[src/rtl/cpu_types_pkg.sv]
// Shared types and constants for the display/refresh blocks that sit beside the CPU
// register file: refresh FSM states, blank segment code, register-index width.
package cpu_types_pkg;

  localparam int REG_IDX_W  = 5;
  localparam int NUM_DIGITS = 8;
  localparam int NIBBLE_W   = 4;
  localparam int SEG_W      = 7;

  // Active-low segments {g,f,e,d,c,b,a}; all ones turns every segment off.
  localparam logic [SEG_W-1:0] SEG_BLANK = 7'b1111111;

  typedef enum logic [1:0] {
    ST_IDLE   = 2'd0,
    ST_REQ    = 2'd1,
    ST_UPDATE = 2'd2
  } refresh_state_e;

endpackage

[src/rtl/sevenseg_dec.sv]
// Combinational hex-nibble to active-low seven-segment decoder ({g,f,e,d,c,b,a}).
module sevenseg_dec
  import cpu_types_pkg::*;
(
  input  logic [3:0] nibble,
  output logic [6:0] seg
);

  always_comb begin
    // NOTE: every path of a combinational block assigns its outputs (default first), so no latch is inferred.
    seg = SEG_BLANK;
    unique case (nibble)
      4'h0: seg = 7'b1000000;
      4'h1: seg = 7'b1111001;
      4'h2: seg = 7'b0100100;
      4'h3: seg = 7'b0110000;
      4'h4: seg = 7'b0011001;
      4'h5: seg = 7'b0010010;
      4'h6: seg = 7'b0000010;
      4'h7: seg = 7'b1111000;
      4'h8: seg = 7'b0000000;
      4'h9: seg = 7'b0010000;
      4'hA: seg = 7'b0001000;
      4'hB: seg = 7'b0000011;
      4'hC: seg = 7'b1000110;
      4'hD: seg = 7'b0100001;
      4'hE: seg = 7'b0000110;
      4'hF: seg = 7'b0001110;
      default: seg = SEG_BLANK;
    endcase
  end

endmodule

[src/rtl/hex_refresh_ctrl.sv]
// Periodically reads one register through the shared read port and paints its eight
// nibbles onto HEX0..HEX7, one digit per cycle, from a captured snapshot.
module hex_refresh_ctrl
  import cpu_types_pkg::*;
#(
  parameter logic [15:0]          REFRESH_DIV = 16'd50000,
  parameter logic [REG_IDX_W-1:0] SRC_REG     = 5'd2
) (
  input  logic        clk,
  input  logic        nRst,
  input  logic        en,
  input  logic        force_refresh,
  input  logic        clr_ovr,
  output logic        rd_req,
  output logic [4:0]  rd_addr,
  input  logic        rd_gnt,
  input  logic [31:0] rd_data,
  output logic [6:0]  HEX0,
  output logic [6:0]  HEX1,
  output logic [6:0]  HEX2,
  output logic [6:0]  HEX3,
  output logic [6:0]  HEX4,
  output logic [6:0]  HEX5,
  output logic [6:0]  HEX6,
  output logic [6:0]  HEX7,
  output logic        busy,
  output logic        overrun
);

  refresh_state_e state_q, state_d;

  logic [15:0]                      cnt_q, cnt_d;
  logic [31:0]                      snap_q, snap_d;
  logic [2:0]                       idx_q, idx_d;
  logic                             ovr_q, ovr_d;
  logic [NUM_DIGITS-1:0][SEG_W-1:0] hex_q, hex_d;

  logic       tick;
  logic       trigger;
  logic       grant_taken;
  logic [3:0] cur_nibble;
  logic [6:0] cur_seg;

  // Tick divider: free-running while enabled, parked at zero otherwise.
  always_comb begin
    cnt_d = 16'd0;
    if (en) begin
      cnt_d = (cnt_q == REFRESH_DIV - 16'd1) ? 16'd0 : cnt_q + 16'd1;
    end
  end

  assign tick        = en && (cnt_q == REFRESH_DIV - 16'd1);
  assign trigger     = tick || force_refresh;
  assign grant_taken = (state_q == ST_REQ) && rd_gnt;

  // Next-state logic.
  always_comb begin
    state_d = state_q;
    unique case (state_q)
      ST_IDLE:   if (trigger)           state_d = ST_REQ;
      ST_REQ:    if (rd_gnt)            state_d = ST_UPDATE;
      ST_UPDATE: if (idx_q == 3'd7)     state_d = ST_IDLE;
      default:                          state_d = ST_IDLE;
    endcase
  end

  // Outputs depend on state only, so rd_req drops the cycle after the grant.
  always_comb begin
    rd_req  = (state_q == ST_REQ);
    rd_addr = rd_req ? SRC_REG : '0;
    busy    = (state_q != ST_IDLE);
  end

  // Snapshot, digit index and the write-back of one decoded digit per UPDATE cycle.
  assign cur_nibble = snap_q[{idx_q, 2'b00} +: NIBBLE_W];

  sevenseg_dec u_dec (
    .nibble (cur_nibble),
    .seg    (cur_seg)
  );

  always_comb begin
    snap_d = snap_q;
    idx_d  = idx_q;
    hex_d  = hex_q;
    if (grant_taken) begin
      snap_d = rd_data;
      idx_d  = 3'd0;
    end
    if (state_q == ST_UPDATE) begin
      hex_d[idx_q] = cur_seg;
      idx_d        = idx_q + 3'd1;
    end
  end

  // A trigger that lands while a refresh is in flight is dropped and flagged; set beats clear.
  always_comb begin
    ovr_d = ovr_q;
    if (trigger && busy) begin
      ovr_d = 1'b1;
    end else if (clr_ovr) begin
      ovr_d = 1'b0;
    end
  end

  always_ff @(posedge clk or negedge nRst) begin
    if (!nRst) begin
      // NOTE: sequential state is updated with non-blocking assignments only, so every flop samples pre-edge values.
      state_q <= ST_IDLE;
      cnt_q   <= 16'd0;
      snap_q  <= 32'd0;
      idx_q   <= 3'd0;
      ovr_q   <= 1'b0;
    end else begin
      state_q <= state_d;
      cnt_q   <= cnt_d;
      snap_q  <= snap_d;
      idx_q   <= idx_d;
      ovr_q   <= ovr_d;
    end
  end

  // NOTE: the digit registers are a small array but must blank on reset, so they live in a reset flop block rather than a RAM.
  always_ff @(posedge clk or negedge nRst) begin
    if (!nRst) begin
      hex_q <= {NUM_DIGITS{SEG_BLANK}};
    end else begin
      hex_q <= hex_d;
    end
  end

  assign overrun = ovr_q;

  assign HEX0 = hex_q[0];
  assign HEX1 = hex_q[1];
  assign HEX2 = hex_q[2];
  assign HEX3 = hex_q[3];
  assign HEX4 = hex_q[4];
  assign HEX5 = hex_q[5];
  assign HEX6 = hex_q[6];
  assign HEX7 = hex_q[7];

endmodule

[config.mk]
export PLATFORM = sky130hd
export DESIGN_NAME = hex_refresh_ctrl
export DESIGN_NICKNAME = d
export VERILOG_FILES = /design/src/rtl/cpu_types_pkg.sv /design/src/rtl/sevenseg_dec.sv /design/src/rtl/hex_refresh_ctrl.sv
export SDC_FILE = /design/constraint.sdc
export NUM_CORES = 1
export LEC_CHECK = 0
export CAP_MARGIN = 20
export CORE_MARGIN = 2
export CORE_UTILIZATION = 25
export DETAILED_ROUTE_END_ITERATION = 10
export HOLD_SLACK_MARGIN = 0.05
export PLACE_DENSITY = 0.47
export SYNTH_ARGS = -nofsm -noshare
export SYNTH_HDL_FRONTEND = slang
export SYNTH_HIERARCHICAL = 1
export SYNTH_SLANG_ARGS = --single-unit
[constraint.sdc]
create_clock -name clk -period 2.84 [get_ports clk]
set_input_delay 0.852 -clock clk [delete_from_list [all_inputs] [get_ports clk]]
set_output_delay 0.852 -clock clk [all_outputs]
set_load 0.005 [all_outputs]
=== Word-level counts from Yosys, hierarchy flattened ===
Memory sizes are Yosys's and may differ from the RTL's.
Cells that the tools add are included.

* Mux-type cells: 14
* Equal/unequal tests: 7
* Order comparisons: 2
* Reductions and logical operators: 10
* Shift operators: 1
* Add/subtract/negate cells: 2

{| class="wikitable"
|+ Operators by type and width
! cell !! number
|-
| 56-bit bitwise mux || 1
|-
| 16-bit 2-to-1 mux || 2
|-
| 32-bit by 6-bit indexed part select with 4-bit output || 1
|-
| 7-bit demux with 3-bit select || 1
|-
| 16-bit by 1-bit adder with 16-bit output, second input constant || 1
|-
| 16-bit equality test, second input constant || 1
|-
| 2-bit 2-to-1 mux || 4
|-
| 7-bit 2-to-1 mux || 1
|-
| 3-bit 2-to-1 mux || 2
|-
| 2-bit one-hot mux with 3 select lines || 1
|-
| 2-bit nonzero test || 3
|-
| 1-bit logical AND || 4
|-
| 3-bit by 4-bit < comparator with 1-bit output, second input constant || 1
|-
| 2-bit inequality test, second input constant || 2
|-
| 3-bit by 1-bit adder with 3-bit output, second input constant || 1
|-
| 3-bit equality test, second input constant || 1
|-
| 3-bit by 1-bit >= comparator with 1-bit output, second input constant || 1
|-
| 3-bit AND reduction || 1
|-
| 2-bit by 1-bit equality test with 1-bit output, second input constant || 1
|-
| 2-bit equality test, second input constant || 1
|-
| 2-bit zero test || 1
|-
| 1-bit 2-to-1 mux || 2
|-
| 2-bit by 1-bit inequality test with 1-bit output, second input constant || 1
|-
| 1-bit logical OR || 1
|}

* Register bits after elaboration: 110
* Word-level logic and storage cells: 50
* Memory bits (read-only): 112
* Memories kept: 1

{| class="wikitable"
|+ Memory list
! name !! depth !! width !! read ports !! clocked after Yosys merged registers in !! write ports !! RTL line !! RTL
|-
| (name not given) || 16 || 7 || 1 || 0 || 0 || sevenseg_dec.sv:12 || <nowiki>unique case (nibble)</nowiki>
|}

=== Logic depth before layout (Yosys ltp) ===
* Depth in word-level cells: 5
* Depth in mapped cells: 10
* Gate-level depth less buffers: 8

=== Hierarchy ===
The synthesis kept the hierarchy.

{| class="wikitable"
|+ By module, submodules not included
! module !! times used !! cells each !! sequential area each (sq um) !! area an instance (sq um)
|-
| hex_refresh_ctrl || 1 || 325 || 2,822.7 || 4,780.8
|-
| sevenseg_dec || 1 || 33 || 0.0 || 274.0
|}

=== Worst setup path before layout ===
Ideal clock, no wire load.

* Path type: reg2reg
* Start: register idx_q[0]
* End: register hex_q (netlist bit HEX7[3])
* Library setup time: 0.082 ns
* Period minus slack after synthesis: 2.896 ns
* Data required time: 2.758 ns
* Cell stages (with the launch flop): 9
* Arrival time: 2.814 ns
* Slack: -0.056 ns
* Path through: dfrtp_1 buf_1 mux4_2 mux2_2 inv_1 ha_1 inv_1 mux4_1 mux2_2

* Elaborated cells between the ends (all ways): 8
* Those cells by class: order compare (2); shift (1); mux (3); reduce/logical (1); memory (1)

{| class="wikitable"
|+ RTL lines
! element !! RTL line !! RTL
|-
| start, declared || hex_refresh_ctrl.sv:34 || <nowiki>logic [2:0] idx_q, idx_d;</nowiki>
|-
| start signal, assigned || hex_refresh_ctrl.sv:118 || <nowiki>idx_q <= idx_d;</nowiki>
|-
| 32-bit by 6-bit indexed part select with 4-bit output || hex_refresh_ctrl.sv:75 || <nowiki>assign cur_nibble = snap_q[{idx_q, 2'b00} +: NIBBLE_W];</nowiki>
|-
| via cur_nibble[0] || hex_refresh_ctrl.sv:41 || <nowiki>logic [3:0] cur_nibble;</nowiki>
|-
| memory 16 x 7 bit || -- ||
|-
| via cur_seg[3] || hex_refresh_ctrl.sv:42 || <nowiki>logic [6:0] cur_seg;</nowiki>
|-
| 56-bit bitwise mux || hex_refresh_ctrl.sv:91 || <nowiki>hex_d[idx_q] = cur_seg;</nowiki>
|-
| end signal, assigned || hex_refresh_ctrl.sv:126 || <nowiki>hex_q <= {NUM_DIGITS{SEG_BLANK}};</nowiki>
|-
| end, declared || hex_refresh_ctrl.sv:36 || <nowiki>logic [NUM_DIGITS-1:0][SEG_W-1:0] hex_q, hex_d;</nowiki>
|}

The timed path passes the listed nets, and every way through them passes these cells.
A chain may end at the register's enable or synchronous reset.

=== Worst setup path after layout ===
* Start: register idx_q[0]
* End: register hex_q (netlist bit HEX5[1])

The elaborated chain is that of the path after synthesis.

==> impl_results.md <==
- CTS clk-pin slew, worst paths: 70 ps
- Via count: 3161
- WHS: 472 ps
- Worst-Skew Late Latency: about 350 ps
- R2R setup slack: 200 ps
- Maximum vdd drop: 0.550 mV
- Clock Skew: approximately 7.8 ps
- GRT Overall Usage: 0.113
- Leak Pwr: 2.61 nW
- Critical Path RT: 3110 ps
- Clock sink total: 110
- Area Overhead vs Synth: 31.3%
- TritonRoute pass-1 iters: 5
- Io pins: 102
- Critical path class: flip-flop to flip-flop
- CP startpoint kind: flip-flop
- Sequential element share of the synthesized area: 0.558
- Synth area leaders: dfstp_2 (29%), dfrtp_1 (27%), mux2_2 (20%), mux4_2 (3.6%), ha_1 (2.5%)
- CTS tree: yes
- Cell Area, Placed: about 0.0064 mm^2
- Outcome: completed
- HPWL after DPL: about 8500 um
- Initial antenna violation count: 0
- Max Root-Sink Buffers: 2
- Final Cycle Share: 0.929
- Drt total wl: between 10000 and 15000 um
- Mapped Cells: around 360
- DR DRC count: 0
- Ys Warns: 6
- Dpl cells: 721
- Vias in the first global route: 3384
- Crit end category: flip-flop
- Post-CTS setup repair buffer count: 0
- Area share of the largest cell type after synthesis: 0.291
- Design Area, Final: 0.00664 mm^2
- Fin cells: 737
- Max Cap Violations: 0
- HP Class: flip-flop to flip-flop
- WL met2: 5190 um
- Die area: about 0.021 mm^2
- Setup violators final: 0
- Nets: 510
- Pins Over Slew Limit: 0
- Routability Congestion: 0.744
- DR top layer: met4
- RSZ-0062 raised after global routing: no
- WL per Instance: ~15 um
- Power, Total: 7.45 mW
- Vias per std cell: between 4 and 5
- Crit path max fanout: 8
- CORE AREA: ~0.02 mm^2
- Final setup TNS: 0 ps
- Initial DRC Count: 102
- EDFF count, synth: 0
- Global-route wire length before repair: 18800 um
- PD cells: 1120 mW/mm^2
- Tightest Pin Transition: 684 ps
- Worst Path Arrival: 2910 ps
- Share of cells above drive strength 1: 0.439
- Initial Util: 0.252
- CTS root buf: clkbuf_16
- Synth area leader: dfstp_2
- Count of final hold-check violations: 0
- Largest net degree at the start of global routing: 48
- Layout filler cell count: a little over 2k
- Core Rows: 52
- Top_reg_cell synth: dfstp_2
- Diodes inserted: 0
- PortBufs: 97
- Cts bufs inserted: 9
- Register bit total from synthesis: 110
- Met3 wire length: 523 um
- Post-synth ARST share: 1.00
- Max_slew headroom: 0.544
- Die width: 146 um
- DRT antenna net count: 0
- Gr ovfl total: 0
- Avg Inst Size Synth: 14.1 um^2
- Fmax: ~0.38 GHz
- Mapped cell area: between 0.005 and 0.006 mm^2
- CTS H-tree lvls: 3
- Final min period: 2640 ps
- Routed met1 length: roughly 5500 um
- Distinct cell type count after synthesis: 51
- Die Ht: 146 um
[synthesized netlist by cell type, types with 3 or more instances]
cell      instances
mux2_2           92
dfstp_2          56
dfrtp_1          54
nand2_1          13
nor2_1           11
ha_1             10
inv_1            10
nor2_2           10
xnor2_1           9
a21oi_1           8
mux4_2            8
buf_4             5
clkbuf_1          5
nand2b_1          5
nand3_1           5
buf_2             4
o21ai_0           4
mux2i_1           3
nand3b_1          3
o22ai_1           3
[report_power, final]
part / switching [mW] / internal, mW / total (mW)
sequential: 0.369 / 2.35 / 2.72
combinational: 1.67 / 1.88 / 3.55
clock: 0.574 / 0.597 / 1.17
[cell families (layout without fill, tap and decap cells)]
group / after synthesis / count (layout) / synth area share
compound gates: 23 / 23 / 0.0297
xor+xnor: 11 / 11 / 0.0191
fa+ha+maj: 10 / 10 / 0.0248
buf+inv: 28 / 134 / 0.0302
flops: 110 / 110 / 0.558
mux: 105 / 105 / 0.255
other cells: 1 / 4 / 0.000742
simple gates: 70 / 70 / 0.0824
[critical path, cell delays in order, from the launching register on]
cell and delay [ps]:
dfrtp_2 460, mux4_2 510, mux2_2 350, inv_1 150, ha_1 250, inv_1 70
mux2i_1 70, a32o_1 360, mux2_2 320
[final cells by class]
cell class                 instances  area (um^2)  share of cell area
sequential                       110         2820               0.426
clock inverter                     7         47.5             0.00717
multi-input combinational        223         2090               0.315
timing repair buffer             108         1080               0.162
clock buffer                       9          225              0.0339
tap                              270          338              0.0509
inverter                          10         37.5             0.00566
[through the flow]
stage | setup slack [ps] | util
2_1_floorplan | 90.5 | -
3_3_place_gp | 86.1 | 0.318
3_5_place_dp | 23.8 | 0.318
4_1_cts | 91.8 | 0.331
5_1_grt | 29.8 | 0.331
6_report | 201 | 0.331
[sequential cells by signal, summed over array words and instances (netlist names)]
signal / flops
HEX1: 7
overrun: 1
HEX4: 7
snap_q: 32
cnt_q: 16
HEX0: 7
idx_q: 3
state_q: 2
HEX7: 7
HEX6: 7
HEX3: 7
HEX2: 7
HEX5: 7
[per-layer routing]
layer,track usage,vias up
met3,0.0297,13
met1,0.152,1594
met2,0.177,81
li1,-,1473
met4,0.0383,0
met5,0,-
[path summary, 6_finish.rpt]
path / start / endpoint / depth (start not counted)
hold reg to reg: cnt_q[0]$_DFF_PN0_ / cnt_q[0]$_DFF_PN0_ / 1
setup / recovery: idx_q[0]$_DFFE_PN0P_ / HEX5[1]$_DFFE_PN1P_ / 8
setup reg to reg: idx_q[0]$_DFFE_PN0P_ / HEX5[1]$_DFFE_PN1P_ / 8
max in group asynchronous: nRst / HEX1[6]$_DFFE_PN1P_ / 2
hold / removal: cnt_q[0]$_DFF_PN0_ / cnt_q[0]$_DFF_PN0_ / 1
min in group asynchronous: nRst / snap_q[13]$_DFFE_PN0P_ / 1
[cell usage in the layout, fill, tap and decap left out, types with 2 or more instances in the layout]
cell type	n
mux2i_1	3
clkinv_1	2
inv_6	2
clkinv_4	2
clkbuf_16	9
ha_1	10
conb_1	4
dfstp_2	56
nor4_1	2
nand4_1	2
nand3b_1	3
or4b_1	2
mux4_2	9
buf_4	10
nor3b_2	2
nand3_1	5
nor3_1	2
dfrtp_1	53
xnor2_1	9
clkdlybuf4s50_1	96
inv_1	10
buf_12	2
xor2_1	2
nor2_1	11
nor2_2	10
o22ai_1	3
or3_1	2
nand2b_1	5
a22o_1	2
o21ai_0	4
mux2_2	92
nand2_1	13
a21oi_1	8
[what timing repair did]
item,in CTS,in global routing
hold buffers,0,0
pin swaps,0,0
hold endpoints to repair,0,0
gates cloned,0,0
resized for setup,1,1
setup endpoints to repair,1,8
(Power assumes the default switching activity.)
